`src/rtl/fft_shift_back_stage_pkg.sv`:
```
// Shared FFT definitions used by the shift-back output stage.
//   FFT_DATA_SAMPLE     packed {imag, re}, both two's complement components
//   fft_cap_entry_t     one captured sample plus its end-of-frame tag
//   fft_stage_state_e   IDLE / RUN / DRAIN
//   clamp_log2()        maps an illegal frame size onto the largest legal one
package fft_pkg;

    localparam int unsigned DATA_WIDTH  = 64;
    localparam int unsigned COMP_WIDTH  = DATA_WIDTH / 2;
    localparam int unsigned SHIFT_WIDTH = 5;
    localparam int unsigned MAX_LOG2    = 12;

    typedef struct packed {
        logic [COMP_WIDTH-1:0] imag;
        logic [COMP_WIDTH-1:0] re;
    } FFT_DATA_SAMPLE;

    typedef struct packed {
        logic           last;
        FFT_DATA_SAMPLE data;
    } fft_cap_entry_t;

    typedef enum logic [1:0] {
        IDLE,
        RUN,
        DRAIN
    } fft_stage_state_e;

    // A size of 0 or above the largest supported FFT falls back to the largest one.
    function automatic logic [3:0] clamp_log2(input logic [3:0] p);
        if (p == 4'd0 || p > 4'(MAX_LOG2)) begin
            return 4'(MAX_LOG2);
        end
        return p;
    endfunction

endpackage

```
`src/rtl/fft_shift_back_stage_if.sv`:
```
// Data path between the bit-reversal FIFO, the shift-back stage and dma_wrap.
//   in_valid / in_data / in_ready         sample stream into the stage
//   out_valid / out_data / out_last /
//   out_ready                             scaled sample stream toward dma_wrap
// Modports: slave = the stage itself, master = the surrounding environment.
interface fft_shift_back_stage_if;
    import fft_pkg::*;

    logic           in_valid;
    FFT_DATA_SAMPLE in_data;
    logic           in_ready;
    logic           out_valid;
    FFT_DATA_SAMPLE out_data;
    logic           out_last;
    logic           out_ready;

    modport master (
        output in_valid, in_data, out_ready,
        input  in_ready, out_valid, out_data, out_last
    );

    modport slave (
        input  in_valid, in_data, out_ready,
        output in_ready, out_valid, out_data, out_last
    );

endinterface

```
`src/rtl/fft_shift_back_stage_sat_shift.sv`:
```
// Combinational saturating arithmetic left shift of one signed component.
//   x    in   W   two's complement input
//   s    in   SW  shift amount
//   y    out  W   x <<< s, clipped to the most positive/negative value on overflow
//   sat  out  1   overflow occurred (never for x == 0)
module fft_sat_shift #(
    parameter int unsigned W  = 32,
    parameter int unsigned SW = 5
) (
    input  logic [W-1:0]  x,
    input  logic [SW-1:0] s,
    output logic [W-1:0]  y,
    output logic          sat
);

    logic [2*W-1:0] wide;
    logic [W:0]     top;
    logic           big_shift;

    always_comb begin
        wide = {{W{x[W-1]}}, x} << s;
        // Bits above the result's sign, plus the sign itself, must all agree;
        // otherwise a shifted-out bit differed from the kept sign.
        top       = wide[2*W-1:W-1];
        big_shift = (32'(s) >= W) && (x != '0);
        sat       = big_shift || !((&top) || !(|top));
        if (sat) begin
            y = x[W-1] ? {1'b1, {(W-1){1'b0}}} : {1'b0, {(W-1){1'b1}}};
        end else begin
            y = wide[W-1:0];
        end
    end

endmodule

```
`src/rtl/fft_shift_back_stage.sv`:
```
// Output post-processing stage: undoes block-floating-point scaling by shifting
// each complex sample left by the frame's shift_back with saturation, counts
// samples per frame, tags the last one and pulses frame_done after it leaves.
//   clk, rst      clock, asynchronous active-high reset
//   start         pulse; latches point_log2/shift_back and begins a frame (IDLE only)
//   abort         pulse; flushes the pipeline and returns to IDLE
//   point_log2    frame size N = 1 << point_log2 (clamped to MAX_LOG2 if illegal)
//   shift_back    left-shift amount for the frame
//   bus           sample streams in and out (slave modport)
//   busy          state != IDLE
//   frame_done    one-cycle pulse after the last sample's output handshake
//   sat_flag      sticky saturation indicator, cleared on start
module fft_shift_back_stage
    import fft_pkg::*;
(
    input  logic                   clk,
    input  logic                   rst,
    input  logic                   start,
    input  logic                   abort,
    input  logic [3:0]             point_log2,
    input  logic [SHIFT_WIDTH-1:0] shift_back,
    fft_shift_back_stage_if.slave  bus,
    output logic                   busy,
    output logic                   frame_done,
    output logic                   sat_flag
);

    fft_stage_state_e       state_q, state_d;
    logic [3:0]             plog2_q;
    logic [SHIFT_WIDTH-1:0] shift_q;
    logic [MAX_LOG2-1:0]    in_cnt_q;
    logic [MAX_LOG2-1:0]    last_idx;
    fft_cap_entry_t         cap_q [2];
    logic [1:0]             cap_cnt_q, cap_cnt_d;
    logic                   in_ready_q, in_ready_d;
    logic                   out_valid_q;
    FFT_DATA_SAMPLE         out_data_q;
    logic                   out_last_q;
    logic                   frame_done_q;
    logic                   sat_flag_q;

    logic                   start_ok;
    logic                   in_fire;
    logic                   in_last;
    logic                   out_fire;
    logic                   out_load;
    fft_cap_entry_t         in_entry;
    logic [COMP_WIDTH-1:0]  re_y, im_y;
    logic                   sat_re, sat_im;

    assign start_ok = start && !abort && (state_q == IDLE);
    assign in_fire  = bus.in_valid && in_ready_q;
    assign out_fire = out_valid_q && bus.out_ready;
    assign out_load = (cap_cnt_q != 2'd0) && (!out_valid_q || bus.out_ready);
    assign last_idx = ~({MAX_LOG2{1'b1}} << plog2_q);
    assign in_last  = (in_cnt_q == last_idx);

    always_comb begin
        in_entry      = '0;
        in_entry.last = in_last;
        in_entry.data = bus.in_data;
    end

    fft_sat_shift #(.W(COMP_WIDTH), .SW(SHIFT_WIDTH)) u_sat_re (
        .x   (cap_q[0].data.re),
        .s   (shift_q),
        .y   (re_y),
        .sat (sat_re)
    );

    fft_sat_shift #(.W(COMP_WIDTH), .SW(SHIFT_WIDTH)) u_sat_im (
        .x   (cap_q[0].data.imag),
        .s   (shift_q),
        .y   (im_y),
        .sat (sat_im)
    );

    always_comb begin
        state_d = state_q;
        if (abort) begin
            state_d = IDLE;
        end else begin
            case (state_q)
                IDLE:    if (start) state_d = RUN;
                RUN:     if (in_fire && in_last) state_d = DRAIN;
                DRAIN:   if (out_fire && out_last_q) state_d = IDLE;
                default: state_d = IDLE;
            endcase
        end
    end

    // in_ready is registered: it is asserted for the next cycle only if the
    // 2-entry capture buffer will still have a free slot after this edge,
    // so an input accepted while the output stalls always has somewhere to go.
    always_comb begin
        cap_cnt_d = cap_cnt_q;
        case ({in_fire, out_load})
            2'b10:   cap_cnt_d = cap_cnt_q + 2'd1;
            2'b01:   cap_cnt_d = cap_cnt_q - 2'd1;
            default: cap_cnt_d = cap_cnt_q;
        endcase
        in_ready_d = (state_d == RUN) && (cap_cnt_d != 2'd2);
    end

    always_ff @(posedge clk or posedge rst) begin
        if (rst) begin
            state_q      <= IDLE;
            plog2_q      <= '0;
            shift_q      <= '0;
            in_cnt_q     <= '0;
            cap_q[0]     <= '0;
            cap_q[1]     <= '0;
            cap_cnt_q    <= '0;
            in_ready_q   <= 1'b0;
            out_valid_q  <= 1'b0;
            out_data_q   <= '0;
            out_last_q   <= 1'b0;
            frame_done_q <= 1'b0;
            sat_flag_q   <= 1'b0;
        end else begin
            state_q      <= state_d;
            in_ready_q   <= in_ready_d;
            frame_done_q <= !abort && (state_q == DRAIN) && out_fire && out_last_q;

            if (start_ok) begin
                plog2_q    <= clamp_log2(point_log2);
                shift_q    <= shift_back;
                in_cnt_q   <= '0;
                sat_flag_q <= 1'b0;
            end

            if (abort) begin
                cap_cnt_q   <= '0;
                in_cnt_q    <= '0;
                out_valid_q <= 1'b0;
                out_last_q  <= 1'b0;
            end else begin
                cap_cnt_q <= cap_cnt_d;

                if (in_fire) begin
                    in_cnt_q <= in_last ? '0 : in_cnt_q + MAX_LOG2'(1);
                end

                case ({in_fire, out_load})
                    2'b10: cap_q[cap_cnt_q[0]] <= in_entry;
                    2'b01: cap_q[0] <= cap_q[1];
                    2'b11: begin
                        if (cap_cnt_q == 2'd1) begin
                            cap_q[0] <= in_entry;
                        end else begin
                            cap_q[0] <= cap_q[1];
                            cap_q[1] <= in_entry;
                        end
                    end
                    default: ;
                endcase

                if (out_load) begin
                    out_valid_q     <= 1'b1;
                    out_data_q.re   <= re_y;
                    out_data_q.imag <= im_y;
                    out_last_q      <= cap_q[0].last;
                    if (sat_re || sat_im) begin
                        sat_flag_q <= 1'b1;
                    end
                end else if (out_fire) begin
                    out_valid_q <= 1'b0;
                    out_last_q  <= 1'b0;
                end
            end
        end
    end

    assign bus.in_ready  = in_ready_q;
    assign bus.out_valid = out_valid_q;
    assign bus.out_data  = out_data_q;
    assign bus.out_last  = out_last_q;
    assign busy          = (state_q != IDLE);
    assign frame_done    = frame_done_q;
    assign sat_flag      = sat_flag_q;

endmodule

```
`src/flat_wrapper.sv`:
```
// flat-port wrapper written by rule: the top's interface ports become plain ports
module fft_shift_back_stage_flat import fft_pkg::*;
  (clk, rst, start, abort, point_log2, shift_back, busy, frame_done, sat_flag, bus_in_valid, bus_in_data, bus_out_ready, bus_in_ready, bus_out_valid, bus_out_data, bus_out_last);
  fft_shift_back_stage_if bus_i ();
  input  logic clk;
  input  logic rst;
  input  logic start;
  input  logic abort;
  input  logic [3:0] point_log2;
  input  logic [SHIFT_WIDTH-1:0] shift_back;
  output logic busy;
  output logic frame_done;
  output logic sat_flag;
  input wire logic [$bits(bus_i.in_valid)-1:0] bus_in_valid;
  input wire logic [$bits(bus_i.in_data)-1:0] bus_in_data;
  input wire logic [$bits(bus_i.out_ready)-1:0] bus_out_ready;
  output wire logic [$bits(bus_i.in_ready)-1:0] bus_in_ready;
  output wire logic [$bits(bus_i.out_valid)-1:0] bus_out_valid;
  output wire logic [$bits(bus_i.out_data)-1:0] bus_out_data;
  output wire logic [$bits(bus_i.out_last)-1:0] bus_out_last;
  assign bus_i.in_valid = bus_in_valid;
  assign bus_i.in_data = bus_in_data;
  assign bus_i.out_ready = bus_out_ready;
  assign bus_in_ready = bus_i.in_ready;
  assign bus_out_valid = bus_i.out_valid;
  assign bus_out_data = bus_i.out_data;
  assign bus_out_last = bus_i.out_last;
  fft_shift_back_stage u_core (.clk(clk), .rst(rst), .start(start), .abort(abort), .point_log2(point_log2), .shift_back(shift_back), .bus(bus_i), .busy(busy), .frame_done(frame_done), .sat_flag(sat_flag));
endmodule
```
`config.mk`:
```
export PLATFORM = sky130hd
export DESIGN_NAME = fft_shift_back_stage_flat
export DESIGN_NICKNAME = d
export VERILOG_FILES = /design/src/rtl/fft_shift_back_stage_pkg.sv /design/src/rtl/fft_shift_back_stage_if.sv /design/src/rtl/fft_shift_back_stage_sat_shift.sv /design/src/rtl/fft_shift_back_stage.sv /design/src/flat_wrapper.sv
export SDC_FILE = /design/constraint.sdc
export NUM_CORES = 1
export LEC_CHECK = 0
export BUFFER_PORTS_ARGS = -buffer_cell sky130_fd_sc_hd__clkbuf_2
export CORE_MARGIN = 2
export CORE_UTILIZATION = 33
export DETAILED_ROUTE_END_ITERATION = 6
export PLACE_DENSITY = 0.52
export SKIP_LAST_GASP = 1
export SLEW_MARGIN = 10
export SYNTH_ARGS = -nofsm -noshare
export SYNTH_HDL_FRONTEND = slang
export SYNTH_SLANG_ARGS = --single-unit
```
`constraint.sdc`:
```
create_clock -name clk -period 13.6 [get_ports clk]
set_clock_uncertainty 0.05 [all_clocks]
set_input_delay 0 -clock clk [delete_from_list [all_inputs] [get_ports clk]]
set_output_delay 0 -clock clk [all_outputs]
set_load 0.05 [all_outputs]
```
=== Word-level counts from Yosys, hierarchy flattened ===
Cells that the tools add are included.

* Bitwise operators: 3
* Reductions and logical operators: 38
* Magnitude comparators: 3
* Add/sub/neg operators: 3
* Mux-type cells: 35
* Equality and inequality tests: 10
* Shift operators: 3

{| class="wikitable"
|+ Operators by type and width
! cell !! number
|-
| $mux W65 || 3
|-
| $pmux W65 S3 || 1
|-
| $bwmux W130 || 1
|-
| $pmux W65 S2 || 1
|-
| $mux W32 || 4
|-
| $shl A64 B5 Y64 || 2
|-
| $reduce_and A33 Y1 || 2
|-
| $reduce_or A33 Y1 || 2
|-
| $demux W65 S1 || 1
|-
| $mux W12 || 4
|-
| $add A12 B1 Y12 const B || 1
|-
| $eq A12 B12 Y1 || 1
|-
| $logic_and A1 B1 Y1 || 12
|-
| $not A12 Y12 || 1
|-
| $shl A12 B4 Y12 const A || 1
|-
| $mux W1 || 11
|-
| $mux W2 || 5
|-
| $reduce_bool A3 Y1 || 3
|-
| $eq A2 B1 Y1 const B || 4
|-
| $mux W4 || 2
|-
| $eq A2 B2 Y1 const B || 3
|-
| $logic_not A1 Y1 || 6
|-
| $pmux W2 S3 || 1
|-
| $reduce_bool A2 Y1 || 3
|-
| 14 further kinds || 20
|}

* Word-level logic and storage cells: 113
* Input port bits: 79
* Bits in registers: 224

=== Longest topological paths before layout ===
Gate-level depths: netlist (run 1).

* Word-level depth: 9
* Mapped depth: 16
* Gate-level depth less buffers: 10

=== Cells and area by module ===
A second synthesis (run 1) with hierarchy kept.

* Cells, all modules: 1682
* Area total of the unflattened synthesis: 16349.4 sq um

{| class="wikitable"
|+ By module, submodules not included
! module !! cells each !! times used !! area an instance (sq um)
|-
| fft_shift_back_stage || 780 || 1 || 9415.3
|-
| fft_sat_shift || 451 || 2 || 3467.1
|}

=== Worst setup path before layout (run 1) ===
Ideal clock, no wire load.

* Path type: register to register
* Start point: register u_core.shift_q[1]
* End point: register u_core.out_data_q, in the netlist u_core.bus.out_data[34]
* Cell stages (with the launch flop): 14
* Buffers on the path: 5
* Setup slack: 10341 ps
* Period minus slack after synthesis: 3259 ps
* Arrival: 3083 ps
* Cell sequence: dfrtp_1 buf_6 buf_8 buf_6 buf_4 mux4_2 a2111oi_0 a21oi_1 a31o_2 o31ai_1 a31oi_1 nor2_2 buf_2 a21oi_1

* Cells in the longest elaborated chain, start to end: 5

{| class="wikitable"
|+ RTL lines
! element !! line !! source
|-
| start, declared || fft_shift_back_stage.sv:30 || <nowiki>logic [SHIFT_WIDTH-1:0] shift_q;</nowiki>
|-
| start signal, assigned || fft_shift_back_stage.sv:127 || <nowiki>shift_q <= shift_back;</nowiki>
|-
| $shl A64 B5 Y64 (*) || fft_shift_back_stage_sat_shift.sv:21 || <nowiki>wide = {{W{x[W-1]}}, x} << s;</nowiki>
|-
| $reduce_or A33 Y1 || fft_shift_back_stage_sat_shift.sv:26 || <nowiki>sat = big_shift || !((&top) || !(|top));</nowiki>
|-
| $logic_not A1 Y1 || fft_shift_back_stage_sat_shift.sv:26 ||
|-
| $logic_or A1 B1 Y1 || fft_shift_back_stage_sat_shift.sv:26 ||
|-
| $mux W32 (*) || fft_shift_back_stage_sat_shift.sv:27 || <nowiki>if (sat) begin</nowiki>
|-
| end, declared || fft_shift_back_stage.sv:37 || <nowiki>FFT_DATA_SAMPLE out_data_q;</nowiki>
|}

Every way passes the cells marked *; elsewhere a longest branch is shown, timed or not.
A chain may end at the register's enable or synchronous reset.

=== Final worst setup path (run 1) ===
* Start point: register u_core.shift_q[1]
* End point: register u_core.out_data_q, in the netlist u_core.bus.out_data[39]

The elaborated chain is that of the path after synthesis.

==> results of run 1 <==
[sequential cells by signal, summed over array words and instances, names as in the netlist]
name                  flops
u_core.bus.in_ready       1
u_core.bus.out_data      64
u_core.bus.out_last       1
u_core.bus.out_valid      1
u_core.cap_cnt_q          2
u_core.cap_q            130
u_core.frame_done         1
u_core.in_cnt_q          12
u_core.plog2_q            4
u_core.sat_flag           1
u_core.shift_q            5
u_core.state_q            2
[kinds of logic after synthesis]
group,after synthesis
mux,236
flops,224
xor+xnor,9
simple gates,525
fa+ha+maj,7
compound gates,516
buf+inv,167
[worst register-to-register path: cells and delay by family, from the launching register on]
| kind | cells | cell delay [ns] |
|---|---|---|
| buffers and inverters | 2 | 1.07 |
| AO/OA/AOI/OAI | 4 | 0.67 |
| AND/OR/NAND/NOR | 3 | 1.07 |
| flip-flops | 1 | 1.01 |
| multiplexers | 2 | 1.21 |
[path summary, 6_finish.rpt]
check	from	to	slack (ns)	cells after the start
setup / recovery	u_core.shift_q[1]	u_core.bus.out_data[39]	8.38	11
hold / removal	rst	u_core.state_q[1]	0.02	3
setup reg to reg	u_core.shift_q[1]	u_core.bus.out_data[39]	8.38	11
hold reg to reg	u_core.bus.out_data[25]	u_core.bus.out_data[25]	0.43	2
max in group asynchronous	rst	u_core.cap_q[16]	12.02	4
min in group clk	bus_in_data[32]	u_core.cap_q[32]	0.19	3
[through the flow]
step	instances	total power, mW
2_1_floorplan	1684	2.254
3_3_place_gp	2313	2.737
3_5_place_dp	2313	2.744
4_1_cts	2453	3.608
5_1_grt	2453	3.811
6_report	2453	3.608
[layout make-up]
cell class | count | area, µm² | share of cell area
clock inverters | 13 | 274.0 | 0.01503
multi-input cells | 1293 | 8916 | 0.4889
clock buffers | 34 | 732.0 | 0.04014
inverters | 25 | 101.3 | 0.005557
repair buffers | 264 | 1844 | 0.1011
well taps | 600 | 750.7 | 0.04117
flip-flops and latches | 224 | 5618 | 0.3081
[cell usage in the layout (no fill, tap or decap), types with 6 or more instances in the layout]
cell / count
o2bb2ai_1: 6
nand3_1: 33
a22oi_1: 80
inv_1: 21
a21oi_1: 113
buf_4: 23
nand2_1: 232
a31oi_1: 15
nand3b_1: 9
o211ai_1: 13
o21ai_1: 22
ha_1: 7
a211oi_1: 10
o21ai_0: 156
nand4_1: 9
o22ai_1: 23
or4_1: 6
nor3_1: 19
dlygate4sd3_1: 93
nor2_1: 120
mux2_2: 103
or3_1: 15
mux4_2: 47
nor4_1: 11
clkbuf_16: 27
clkbuf_2: 148
o31a_1: 7
nor2b_1: 17
or2_2: 6
bufinv_16: 8
mux2i_1: 82
nand2b_1: 11
dfrtp_1: 220
and3_1: 11
[power by group]
part / total [mW] / switching (mW) / internal, mW
combinational: 1.70 / 1.12 / 0.579
sequential: 1.09 / 0.236 / 0.852
clock: 0.820 / 0.291 / 0.529
[metal layers]
metal  up-vias  track usage  share of wire
met5         -            0              0
met4         0      0.05023          0.019
met2       509       0.3066           0.42
met1      6692       0.3281           0.50
met3        59      0.02867          0.062
li1       6526            -              -
==> summary.txt, run 1 <==
CTS root buf: clkbuf_16
First-pass detailed-route iteration total: 6
H-tree depth: 1
Cell with the largest stage delay on the worst path: dfrtp_4
Peak VDD IR: 0.0001507 V
Starting density of the core: 0.3347
Worst path cell trace: buf_4 > mux4_2 > mux2i_1 > nand4_1 > or4_1 > o31a_1 > a211oi_1 > a31oi_1 > buf_4 > nor2_2 > a21oi_1
Post-Syn Nets: 1770
Layout overhead on the synthesized area: 19.81%
Critical path's largest stage delay: 1.01 ns
Vias: 13786
IO Pins: 149
DRT iter0 DRCs: 1429
Routability congestion estimate: 0.9096
Chip height: 218.8 µm
DR WL/cell: 20.84 µm
Share of cells above drive strength 1: 0.2137
Setup ws final: 8.382 ns
Critical path's top delay family: multiplexers
Final Hold Violating Endpoints: 0
Worst skew pair latency: 0.56 ns
Final setup fails: 0
Top FF cell, synth: dfrtp_1
Critical Path RT: 13.96 ns
Post-Synth Adder-Cell Area: 0.005754
CP Buf/Inv Count: 2
# Max-Cap Violations: 0
RSZ-0062 raised after global routing: false
F_max: 191.7 MHz
Pleak: 7.863 nW
Post-CTS Resized: 0
Worst-margin pin slew: 1.122 ns
Worst hold slack: 0.01939 ns
Via density: 5.620
Initial antenna violation count: 0
Seq cells post-synth: 224
Post-detail-place hpwl: 36320 µm
# fillers: 4623
Share of the synthesized area in the top cell type: 0.3683
ANT cells: 0
Overflow after GRT: 0
CP Launch Type: register
Synth area leader: dfrtp_1
Vias in the first global route: 13337
Core Area: 45480 µm²
Period utilization: 0.3837
Row count: 78
Most common cell in the netlist: nand2_1
Synth Area in Compound Gates: 0.2107
Crit path kind: register to register
Number of buffers created by CTS: 26
Mux share of post-synthesis cell area: 0.2029
Placed Instance Area: 16300 µm²
Async set-reset flop share out of synthesis: 1.000
Post-Synth Simple-Gate Area: 0.1569
Cell count after synthesis: 1684
Outcome: finished clean
Hold Path Class: primary input to async pin
Largest family of logic cells by synthesized area: compound AO/OA/AOI/OAI gates
Clock transition at the registers of the reported paths: 0.06 ns
Die Wd: 218.8 µm
Die area: 47860 µm²
Post-synthesis sequential area ratio: 0.3683
CTS tree: built
GRT Total Usage: 0.2114
Post-CTS Hold Buffers: 93
Crit end category: register
Maximum clock path buffer count: 3
Nets@finish: 1920
Clock sink total: 224
Synth cell types: 83
Commonest cells post-synth: nand2_1 (232), dfrtp_1 (224), o21ai_0 (157), nor2_1 (121), a21oi_1 (116)
Crit path top cell by count: buf_4
Finished Core Util: 0.4010
Routed Antenna Nets: 0
Routed wire length: 51130 µm
Global-route wire length before repair: 79710 µm
Max-slew violations: 0
Port bufs: 148
Crit path DAT: 5.58 ns
Pwr dens: 197.8 nW/µm²
Post-Syn Area: 15220 µm²
Synth Area in XOR/XNOR: 0.005179
Final Critical Period: 5.218 ns
Avg Inst Size Synth: 9.039 µm²
DRC violations left: 0
Max FO, Critical Path: 68
Final Instance Area: 18240 µm²
Yosys warning count: 0
Largest net degree at the start of global routing: 107
Max transition margin: 0.2503
EDFF count, synth: 0
Dpl ws: 8.384 ns
Post-CTS setup buffers: 0
Synth top area cells: dfrtp_1 (37%), mux2_2 (7.6%), mux4_2 (7.0%)
Setup TNS: 0 ns
Note: power is estimated with default switching activity, not from simulation.
==> run 2: changes to the inputs <==
--- a/config.mk
+++ b/config.mk
@@ -9,7 +9,7 @@
 export CORE_MARGIN = 2
 export CORE_UTILIZATION = 33
 export DETAILED_ROUTE_END_ITERATION = 6
-export PLACE_DENSITY = 0.52
+export PLACE_DENSITY = 0.53
 export SKIP_LAST_GASP = 1
 export SLEW_MARGIN = 10
 export SYNTH_ARGS = -nofsm -noshare
==> constraint.sdc (replaced) <==
create_clock -name clk -period 4.3 [get_ports clk]
set_clock_uncertainty 0.05 [all_clocks]
set_input_delay 0 -clock clk [delete_from_list [all_inputs] [get_ports clk]]
set_output_delay 0 -clock clk [all_outputs]
set_load 0.05 [all_outputs]
==> summary.txt, run 2 (same netlist as run 1, synthesis figures left out) <==
Final Instance Area: 18390 µm² (+0.84%)
Crit end category: register
Final setup fails: 0 (unchanged)
Routability congestion estimate: 0.9806 (+7.8%)
Sw Share: 0.4714 (+0.01496)
Worst skew pair latency: 0.55 ns (about the same)
Nets@finish: 1947 (+1.4%)
R2r setup slk: 0.30 ns (-8.08 ns)
Worst R2R End: u_core.bus.out_data[35]
Area occupied by multi-input gates: 8916 µm² (unchanged)
CTS root buf: clkbuf_16
ANT cells: 0 (unchanged)
Layout overhead on the synthesized area: 20.81%
Pwr dens: 604.5 nW/µm² (+210%)
Sequential Power Share: 0.305 (+0.003)
Final Critical Period: 4.000 ns (-1.218 ns)
Row count: 78 (unchanged)
Vias in the first global route: 13270 (-0.50%)
Pleak: 7.961 nW (+1.3%)
Clock power frac: 0.193 (-0.034)
Most frequent cells in the layout: nand2_1 (232), dfrtp_1 (220), o21ai_0 (156)
CTS tree: built
Crit path DAT: 4.43 ns (-1.15 ns)
Total power: 11.12 mW (+210%)
Max FO, Critical Path: 30 (-56%)
Critical Path RT: 4.73 ns (-9.23 ns)
Commonest non-fill, non-tap cell in the layout: nand2_1
Clock sink total: 224 (unchanged)
Combinational power share: 0.502 (+0.031)
Global-route wire length before repair: 80530 µm (+1.0%)
Largest net degree at the start of global routing: 131 (+22%)
Sequential cell area: 5618 µm² (unchanged)
Routed Antenna Nets: 0 (unchanged)
Port bufs: 148 (unchanged)
IO Pins: 149 (unchanged)
Initial antenna violation count: 0 (unchanged)
Maximum clock path buffer count: 3 (unchanged)
Reg2reg start: u_core.shift_q[1]
Period utilization: 0.9301 (+0.5465)
Chip height: 218.8 µm (unchanged)
Number of buffers created by CTS: 26 (unchanged)
FF-to-FF path depth: 12 (+1)
Via density: 5.614 (-0.11%)
Core Area: 45480 µm² (unchanged)
Routed wire length: 51360 µm (+0.45%)
Register bank with the most flops: u_core.cap_q
Share of cells above drive strength 1: 0.2266 (+0.01289)
CP Launch Type: register
Vias: 13922 (+0.99%)
DR WL/cell: 20.71 µm (-0.64%)
P_sw: 5.240 mW (+220%)
GRT Total Usage: 0.2132 (+0.001842)
Worst hold slack: 0.1199 ns (+0.1005 ns)
Internal power: 5.876 mW (+200%)
Die area: 47860 µm² (unchanged)
Setup TNS: 0 ns (unchanged)
# fillers: 4640 (+0.37%)
Max transition margin: 0.3640 (+0.1137)
Worst-margin pin slew: 0.9506 ns (-0.1717 ns)
Clock transition at the registers of the reported paths: 0.07 ns (about the same)
DRC violations left: 0 (unchanged)
H-tree depth: 1 (unchanged)
Finished Core Util: 0.4043 (+0.003356)
F_max: 250.0 MHz (+30%)
Worst Setup SP: u_core.shift_q[1]
# Max-Cap Violations: 0 (unchanged)
Die Wd: 218.8 µm (unchanged)
Peak VDD IR: 0.0005172 V (+240%)
Post-detail-place hpwl: 37550 µm (+3.4%)
Hold Path Class: primary input to async pin
First-pass detailed-route iteration total: 5 (-1)
Outcome: finished clean
Overflow after GRT: 0 (unchanged)
Placed Instance Area: 16690 µm² (+2.4%)
RSZ-0062 raised after global routing: false
Max reg flops: 130 (unchanged)
Final Hold Violating Endpoints: 0 (unchanged)
Max-slew violations: 0 (unchanged)
Starting density of the core: 0.3347 (unchanged)
DRT iter0 DRCs: 1382 (-3.3%)
Crit path kind: register to register
==> run 2: cell type report <==
class                      instances  share of cell area
inverter                          25            0.005307
timing repair buffer             291              0.1187
sequential                       224              0.3055
tap                              600             0.04082
clock buffer                      39             0.04191
clock inverter                     8            0.002926
multi-input combinational       1293              0.4849
==> run 2: how the worst max path moves through the flow <==
| stage | endpoint | cells after the start | slack (ns) |
|---|---|---|---|
| final | u_core.bus.out_data[35] | 12 | 0.30 |
| after global routing | u_core.sat_flag | 12 | 0.04 |
| after CTS | u_core.sat_flag | 12 | 0.33 |
| after detailed placement | u_core.bus.out_data[35] | 13 | 0.35 |
| after global placement | u_core.sat_flag | 12 | 0.35 |
| after floorplan | u_core.bus.out_data[34] | 13 | 1.04 |
==> run 2: per-layer routing <==
layer / part of all wire / GRT usage / vias up
li1: - / - / 6600
met1: 0.49 / 0.3293 / 6751
met2: 0.42 / 0.3083 / 488
met3: 0.056 / 0.02728 / 83
met4: 0.026 / 0.06036 / 0
met5: 0 / 0 / -
==> run 2: power by group through the flow <==
stage	sequential [mW]	combinational, mW	clock (mW)
detailed placement	3.42	5.43	0
CTS	3.39	5.52	2.20
finish	3.39	5.59	2.14
global placement	3.40	5.44	0
floorplan	4.13	3.00	0
global route	3.48	5.98	2.31
==> run 2: per-stage QoR <==
step	setup slack (ns)	cells
after CTS	0.3273	2480
after global routing	0.04498	2480
after detailed placement	0.3451	2346
after global placement	0.3533	2346
final	0.3004	2480
after floorplan	1.041	1684
==> run 2: critical path, cell delays in order (launching register included) <==
cell and delay, ns:
dfrtp_4 0.72, buf_12 0.24, buf_4 0.23, and3_1 0.20, nor2_1 0.14, a221oi_1 0.63, o311ai_0 0.23, or3_1 0.34
o31a_1 0.28, o41ai_4 0.30, buf_12 0.22, nand4_1 0.11, a21oi_1 0.20
==> run 2: what timing repair did <==
action,4_1_cts,5_1_grt
hold endpoints to repair,373,0
gates resized for setup,0,0
setup endpoints to repair,0,0
setup buffers,0,0
hold buffers,87,0
==> run 3: changes to the inputs <==
--- a/config.mk
+++ b/config.mk
@@ -7,9 +7,9 @@
 export LEC_CHECK = 0
 export BUFFER_PORTS_ARGS = -buffer_cell sky130_fd_sc_hd__clkbuf_2
 export CORE_MARGIN = 2
-export CORE_UTILIZATION = 33
+export CORE_UTILIZATION = 25
 export DETAILED_ROUTE_END_ITERATION = 6
-export PLACE_DENSITY = 0.53
+export PLACE_DENSITY = 0.44
 export SKIP_LAST_GASP = 1
 export SLEW_MARGIN = 10
 export SYNTH_ARGS = -nofsm -noshare
==> summary.txt, run 3 (same netlist as run 1, synthesis figures left out) <==
Outcome: finished clean
GRT Total Usage: 0.1782 (-0.03508)
Final Critical Period: 4.170 ns (+0.1706 ns)
Crit end category: register
Vias in the first global route: 14000 (+5.5%)
Worst-margin pin slew: 1.049 ns (+0.09855 ns)
Pleak: 8.166 nW (+2.6%)
F_max: 239.8 MHz (-4.1%)
CP Launch Type: register
Final setup fails: 0 (unchanged)
ANT cells: 0 (unchanged)
Die area: 62870 µm² (+31%)
RSZ-0062 raised after global routing: false
Max transition margin: 0.2980 (-0.06594)
Starting density of the core: 0.2526 (-0.08203)
Peak VDD IR: 0.0003169 V (-39%)
Maximum clock path buffer count: 3 (unchanged)
Pwr dens: 615.3 nW/µm² (+1.8%)
Largest net degree at the start of global routing: 131 (unchanged)
Max FO, Critical Path: 25 (-17%)
DR WL/cell: 21.13 µm (+2.0%)
DRT iter0 DRCs: 1351 (-2.2%)
Setup ws final: 0.1298 ns (-0.1706 ns)
Share of cells above drive strength 1: 0.2381 (+0.01147)
CTS root buf: clkbuf_16
Nets@finish: 1970 (+1.2%)
Core Area: 60250 µm² (+32%)
CTS tree: built
Worst skew pair latency: 0.58 ns (+0.03 ns)
Row count: 90 (+15%)
# fillers: 6251 (+35%)
Crit path kind: register to register
Register bank with the most flops: u_core.cap_q
DR WL met2: 24570 µm (+13%)
Crit path DAT: 4.62 ns (+0.19 ns)
Commonest non-fill, non-tap cell in the layout: nand2_1
Finished Core Util: 0.3150 (-0.08935)
Chip height: 250.7 µm (+15%)
Critical Path RT: 4.75 ns (+0.02 ns)
Routability congestion estimate: 0.9497 (-3.2%)
# Max-Cap Violations: 0 (unchanged)
Post-detail-place hpwl: 42330 µm (+13%)
Top sig layer: met5
Via density: 5.261 (-6.3%)
Max reg flops: 130 (unchanged)
WL met3: 3475 µm (+20%)
Period utilization: 0.9698 (+0.03968)
Most frequent cells in the layout: nand2_1 (232), dfrtp_1 (220), o21ai_0 (156)
DRC violations left: 0 (unchanged)
Clock sink total: 224 (unchanged)
Layout overhead on the synthesized area: 24.68%
Final Hold Violating Endpoints: 0 (unchanged)
Routed Antenna Nets: 0 (unchanged)
Routed wire length: 56820 µm (+11%)
First-pass detailed-route iteration total: 5 (unchanged)
Hold Path Class: primary input to async pin
Die Wd: 250.7 µm (+15%)
Number of buffers created by CTS: 29 (+12%)
H-tree depth: 1 (unchanged)
Dpl ws: 0.2383 ns (-0.1068 ns)
Setup TNS: 0 ns (unchanged)
IO Pins: 149 (unchanged)
Overflow after GRT: 0 (unchanged)
Global-route wire length before repair: 88310 µm (+9.7%)
Initial antenna violation count: 1 (+1)
Port bufs: 148 (unchanged)
Post-CTS Resized: 0 (unchanged)
Met1 wire length: 27730 µm (+9.2%)
Max-slew violations: 0 (unchanged)
FF-to-FF path depth: 10 (-2)
Vias: 14148 (+1.6%)
Clock transition at the registers of the reported paths: 0.07 ns (about the same)
==> run 3: cell count changes in the layout (fill, tap and decap cells not counted), sizes merged <==
cell / delta
buf: +19
clkbuf: +4
clkinv: +3
clkinvlp: -3
bufinv: +2
dlygate4sd3: +1
inv: +1
==> run 3: critical path, stage by stage (launching register included) <==
cell	delay [ns]
dfrtp_2	0.78
buf_12	0.26
or2_1	0.29
o22ai_1	0.13
o21ai_0	0.41
nand4b_1	0.21
or4_1	0.52
o31a_1	0.35
o31a_1	0.37
or4_1	0.53
a21oi_1	0.15
==> run 3: routing by layer <==
| layer | vias up | GRT usage |
|---|---|---|
| li1 | 6644 | - |
| met1 | 6949 | 0.2641 |
| met2 | 484 | 0.2694 |
| met3 | 69 | 0.03344 |
| met4 | 2 | 0.03439 |
| met5 | - | 0 |
==> run 3: path summary, 6_finish.rpt <==
path	startpoint	endpoint	slack, ns
min in group clk	shift_back[2]	u_core.shift_q[2]	0.16
max	u_core.shift_q[0]	u_core.bus.out_data[5]	0.13
min	rst	u_core.sat_flag	0.04
max reg2reg	u_core.shift_q[0]	u_core.bus.out_data[5]	0.13
min reg2reg	u_core.bus.out_data[51]	u_core.bus.out_data[51]	0.43
max in group asynchronous	rst	u_core.cap_q[48]	3.16
==> run 3: cell type report <==
type / count / area, µm² / share of cell area
sequential: 224 / 5618 / 0.2960
clock inverter: 11 / 130.1 / 0.006857
clock buffer: 43 / 858.3 / 0.04523
timing repair buffer: 311 / 2372 / 0.1250
tap: 782 / 978.4 / 0.05156
inverter: 25 / 97.59 / 0.005143
multi-input combinational: 1293 / 8922 / 0.4702
==> run 3: what timing repair did <==
| action | in CTS | in global routing |
|---|---|---|
| setup endpoints to repair | 0 | 3 |
| hold buffers | 88 | 0 |
| buffers inserted | 0 | 1 |
| hold endpoints to repair | 180 | 0 |
==> run 3: stage by stage <==
stage	power (mW)	area, µm²	hold slack (ns)	instances
after floorplan	7.129	15220	0.06684	1684
after global routing	12.35	18980	0.08581	2689
after global placement	9.077	17090	0.09100	2546
after CTS	11.68	18960	0.03355	2688
final	11.68	18980	0.03612	2689
after detailed placement	9.067	17090	0.09562	2546
==> run 3: power breakdown <==
part	switching, mW	internal [mW]	total (mW)	leakage, nW
clock network	0.971	1.50	2.47	0.488
logic	3.77	2.00	5.77	4.80
registers	0.735	2.70	3.43	2.87
